===== src/rtl/sipo_load_ctrl.sv =====
// sipo_load_ctrl: serializes a parallel word into an external SIPO shift
// register at a divided bit rate, then pulses a latch so the outputs update.
//
// Ports:
//   clk, rst_n  : clock, asynchronous active-low reset
//   in_data     : WIDTH-bit word to serialize
//   in_valid    : requester offers in_data
//   in_ready    : controller is idle and will accept in_valid
//   abort       : cancels a load in progress (ignored while idle)
//   sr_data     : serial bit to the shift register
//   sr_shift    : shift enable, sampled downstream at the end of the cycle
//   sr_latch    : one-cycle transfer pulse to the parallel outputs
//   busy        : load in progress (SHIFT or LATCH)
//   done        : one-cycle completion pulse, coincident with sr_latch
module sipo_load_ctrl #(
   parameter int WIDTH     = 8,
   parameter int CLK_DIV   = 5,
   parameter bit MSB_FIRST = 1'b1
) (
   input  logic             clk,
   input  logic             rst_n,
   input  logic [WIDTH-1:0] in_data,
   input  logic             in_valid,
   output logic             in_ready,
   input  logic             abort,
   output logic             sr_data,
   output logic             sr_shift,
   output logic             sr_latch,
   output logic             busy,
   output logic             done
);

   localparam int BW = (WIDTH > 1) ? $clog2(WIDTH) : 1;
   localparam int DW = (CLK_DIV > 1) ? $clog2(CLK_DIV) : 1;

   localparam logic [BW-1:0] BIT_LAST = BW'(WIDTH - 1);
   localparam logic [DW-1:0] DIV_LAST = DW'(CLK_DIV - 1);

   typedef enum logic [1:0] {
      S_IDLE,
      S_SHIFT,
      S_LATCH
   } state_e;

   state_e            state_q, state_d;
   logic [WIDTH-1:0]  shadow_q, shadow_d;
   logic [BW-1:0]     bit_q, bit_d;
   logic [DW-1:0]     div_q, div_d;

   logic              head_bit;
   logic              period_end;
   logic [WIDTH-1:0]  shadow_adv;

   // Head of the shadow is the bit currently on the serial line; advancing
   // moves the next bit into the head position.
   assign head_bit   = MSB_FIRST ? shadow_q[WIDTH-1] : shadow_q[0];
   assign period_end = (div_q == DIV_LAST);
   assign shadow_adv = MSB_FIRST ? {shadow_q[WIDTH-2:0], 1'b0}
                                 : {1'b0, shadow_q[WIDTH-1:1]};

   always_ff @(posedge clk or negedge rst_n) begin
      if (!rst_n) begin
         state_q  <= S_IDLE;
         shadow_q <= '0;
         bit_q    <= '0;
         div_q    <= '0;
      end else begin
         state_q  <= state_d;
         shadow_q <= shadow_d;
         bit_q    <= bit_d;
         div_q    <= div_d;
      end
   end

   always_comb begin
      state_d  = state_q;
      shadow_d = shadow_q;
      bit_d    = bit_q;
      div_d    = div_q;
      unique case (state_q)
         S_IDLE: begin
            if (in_valid) begin
               shadow_d = in_data;
               bit_d    = '0;
               div_d    = '0;
               state_d  = S_SHIFT;
            end
         end
         S_SHIFT: begin
            if (abort) begin
               bit_d   = '0;
               div_d   = '0;
               state_d = S_IDLE;
            end else if (period_end) begin
               shadow_d = shadow_adv;
               div_d    = '0;
               if (bit_q == BIT_LAST) begin
                  bit_d   = '0;
                  state_d = S_LATCH;
               end else begin
                  bit_d = bit_q + 1'b1;
               end
            end else begin
               div_d = div_q + 1'b1;
            end
         end
         S_LATCH: begin
            state_d = S_IDLE;
         end
         default: begin
            state_d = S_IDLE;
         end
      endcase
   end

   // Outputs are state-decoded; the only input dependence is abort
   // suppressing the latch pulse so a cancelled load is never latched.
   always_comb begin
      in_ready = 1'b0;
      busy     = 1'b0;
      sr_data  = 1'b0;
      sr_shift = 1'b0;
      sr_latch = 1'b0;
      done     = 1'b0;
      unique case (state_q)
         S_IDLE: begin
            in_ready = 1'b1;
         end
         S_SHIFT: begin
            busy     = 1'b1;
            sr_data  = head_bit;
            sr_shift = period_end;
         end
         S_LATCH: begin
            busy     = 1'b1;
            sr_latch = !abort;
            done     = !abort;
         end
         default: begin
            in_ready = 1'b0;
         end
      endcase
   end

endmodule


===== config.mk =====
export PLATFORM = sky130hd
export DESIGN_NAME = sipo_load_ctrl
export DESIGN_NICKNAME = d
export VERILOG_FILES = /design/src/rtl/sipo_load_ctrl.sv
export SDC_FILE = /design/constraint.sdc
export NUM_CORES = 1
export LEC_CHECK = 0
export ABC_CLOCK_PERIOD_IN_PS = 1640
export BUFFER_PORTS_ARGS = -buffer_cell sky130_fd_sc_hd__buf_4
export CAP_MARGIN = 15
export CORE_ASPECT_RATIO = 0.75
export CORE_MARGIN = 2
export CORE_UTILIZATION = 48
export DETAILED_ROUTE_END_ITERATION = 7
export PLACE_DENSITY = 0.78
export SETUP_SLACK_MARGIN = 0.15
export SYNTH_ARGS = -nofsm -noshare
export SYNTH_HDL_FRONTEND = slang
export SYNTH_SLANG_ARGS = --single-unit

===== constraint.sdc =====
create_clock -name clk -period 1.64 [get_ports clk]
set_input_delay 0.082 -clock clk [delete_from_list [all_inputs] [get_ports clk]]
set_output_delay 0.082 -clock clk [all_outputs]
set_load 0.03 [all_outputs]

==> flow_summary.toml <==
[logic_synthesis]
synth_top_area_cell = "dfrtp_1"
synth_nets = 100
synth_area_um2 = 936
synth_area_leaders = "dfrtp_1 43%, mux2_2 18%, ha_1 9.4%"
synth_seq_cells = 16
ys_types = 28
synth-seq-area-share_pct = 42.8
syn_inst = 81
synth_top_area_share_pct = 42.8
synth-warning-count = 0
syn_area_per_cell_um2 = 11.6

[power_and_ir_drop]
power_density_nw_per_um2 = 1700
ir_drop_uv = 1000
p_leak_nw = 0.634

[timing]
hold_ws_ns = 0.0667
rsz0062_at_grt = "yes"
layout_min_cycle_time_ns = 1.63
skew_ns = 0.00103
finalSetupTns_ns = 0
max_slew.worst_pin.slew_ns = 0.298
setup_ws_ns = 0.0140
setup_viol = 0
hold_violations = 0
period_share_pct = 99.1
max_slew_margin_pct = 80.1
final_max_slew_viol_count = 0
max_freq_mhz = 615

[critical_path]
worstPathRequired_ns = 1.83
criticalPathCategory = "reg2reg"
start_kind = "flip-flop"
slowest_delay_ns = 0.46
cp_num_buf_inv = 2
slowest_stage = "dfrtp_2"
cp_top_family = "multiplexers"
cp_max_fo = 7
worstPathCellList = "inv_2 > ha_4 > mux2i_4 > a21oi_4 > buf_12 > mux2_4"
crit_arrival_ns = 1.81
crit_path_end_kind = "flip-flop"

[place]
dpl.hpwl_mm = 1.26
preCtsSetupSlack_ns = 0.0310
port_buffers = 17
dpl_cell_area_um2 = 1100
gp_congestion = 0.737

[die]
start_util_pct = 52.3
dieArea_um2 = 2320
die_y_um = 42.2
rows = 13
core-area_um2 = 1790
io_pins = 18
die_w_um = 55.0

[global_route]
grt-ovfl-total = 0
antenna_found_initial = 0
grt_max_degree = 17
grt.busiest_layer = "met1"
grt_util_met2_pct = 28.8
grt_pass1_wl_mm = 3.42
met1_usage_pct = 30.8
track_usage_pct = 20.8
gr-usage-met3_pct = 6.43
grt_pass1_vias = 715

[cts]
cts.clk_slew.worst_paths_ns = 0.10
cts_root_buffer = "clkbuf_4"
cts_buffers = 3
clock_latency_ns = 0.29
clockBufferDepth = 2
cts_tree = "yes"
clock_sinks = 16
htreeDepth = 1

[worst_hold_path]
hp-class = "in2reg"

[drt]
postRouteAntennaNets = 0
dr.pass1.iters = 4
totalWireLength_mm = 2.28
post-route-drc-count = 0
vias = 733
drt_iter0_drc = 15
vias_per_cell = 5.43
wl_per_cell_um = 16.9

[cells_and_area]
final_area_um2 = 1360
num_antenna_cells = 0
layout.nets = 133
drive_gt1_share_pct = 59.3
areaGrowthSynthToFinish_pct = 45.1
fin_util_pct = 75.9

[status]
status = "finished clean"

[flow_run]
maxCapViolations = 0
-- timing repair --
| item | CTS | global route |
|---|---|---|
| resized for setup | 8 | 23 |
| hold buffers | 1 | 0 |
| gates cloned | 0 | 0 |
| buffers inserted | 6 | 5 |
| pin swaps | 1 | 4 |
| endpoints found under the setup margin | 13 | 18 |
| hold endpoints to repair | 16 | 0 |
-- metal layers --
layer,wire length (µm),up-vias
met5,0,-
met4,15,0
met3,116,2
met2,1080,22
met1,1070,354
li1,-,355
-- power breakdown --
part           switching (mW)  total [mW]  internal, mW  leakage [nW]
clock                   0.133       0.269         0.135        0.0210
sequential             0.0936       0.626         0.532         0.204
combinational           0.616        1.42         0.801         0.409
-- Yosys cell counts, drive strengths merged --
library cell and instances:
nor3 1, mux2 15, nand3b 1, buf 3, a21oi 2, nor2b 3, o211ai 1, ha 7
a311oi 1, and3 1, mux2i 1, nand2b 1, inv 4, nand3 4, o21ai 4, and2 2
dfrtp 16, nand4 1, a22o 2, o31ai 1, nand2 1, nor2 5, and2b 1, a32o 2
o22a 1
-- tightest hold or removal path: stages --
cell      delay, ns
buf_4          0.11
nand3_1        0.06
o211ai_1       0.07
-- cells in the final DEF (no fill, tap or decap), types with 3 or more instances in the layout --
master | Yosys | routed
dfrtp_1 | 16 | 15
mux2_4 | 0 | 8
mux2_2 | 15 | 7
nor2_1 | 5 | 4
buf_4 | 1 | 23
clkbuf_4 | 0 | 3
nand3_1 | 4 | 4
ha_1 | 7 | 3
buf_6 | 2 | 6
inv_2 | 0 | 3
-- cells by family (layout without fill, tap and decap cells) --
logic type      after synthesis  count (layout)  share of synthesized area (%)
compound gates               14              14                           11.9
fa+ha+maj                     7               7                           9.36
buf+inv                       7              39                           4.81
flops                        16              16                           42.8
mux                          16              16                           19.1
simple gates                 21              21                           12.0
-- through the flow --
| step | power (mW) | instances |
|---|---|---|
| 2_1_floorplan | 1.36 | 81 |
| 3_3_place_gp | 1.52 | 119 |
| 3_5_place_dp | 1.54 | 119 |
| 4_1_cts | 2.09 | 130 |
| 5_1_grt | 2.44 | 135 |
| 6_report | 2.31 | 135 |
-- final cells by class --
class                   count  area, µm²
fillers                   121        432
clock buffers               4       36.3
multi-input cells          58        607
repair buffers             31        270
inverters                   4       15.0
flip-flops and latches     16        402
well taps                  22       27.5
-- sequential cells by signal, summed over array words and instances, names as in the netlist --
signal / cells
bit_q: 3
state_q: 2
shadow_q: 8
div_q: 3
-- worst paths after layout --
check,end,cells after the start,slack [ns],from
hold / removal,shadow_q[0]$_DFFE_PN0P_,3,0.07,in_data[0]
min in group asynchronous,div_q[2]$_DFFE_PN0P_,2,0.17,rst_n
hold reg to reg,shadow_q[6]$_DFFE_PN0P_,1,0.51,shadow_q[6]$_DFFE_PN0P_
max in group asynchronous,state_q[0]$_DFFE_PN0P_,2,1.27,rst_n
setup reg to reg,shadow_q[2]$_DFFE_PN0P_,6,0.01,state_q[0]$_DFFE_PN0P_
setup / recovery,shadow_q[2]$_DFFE_PN0P_,6,0.01,state_q[0]$_DFFE_PN0P_
Power figures use the tool's default switching activity.
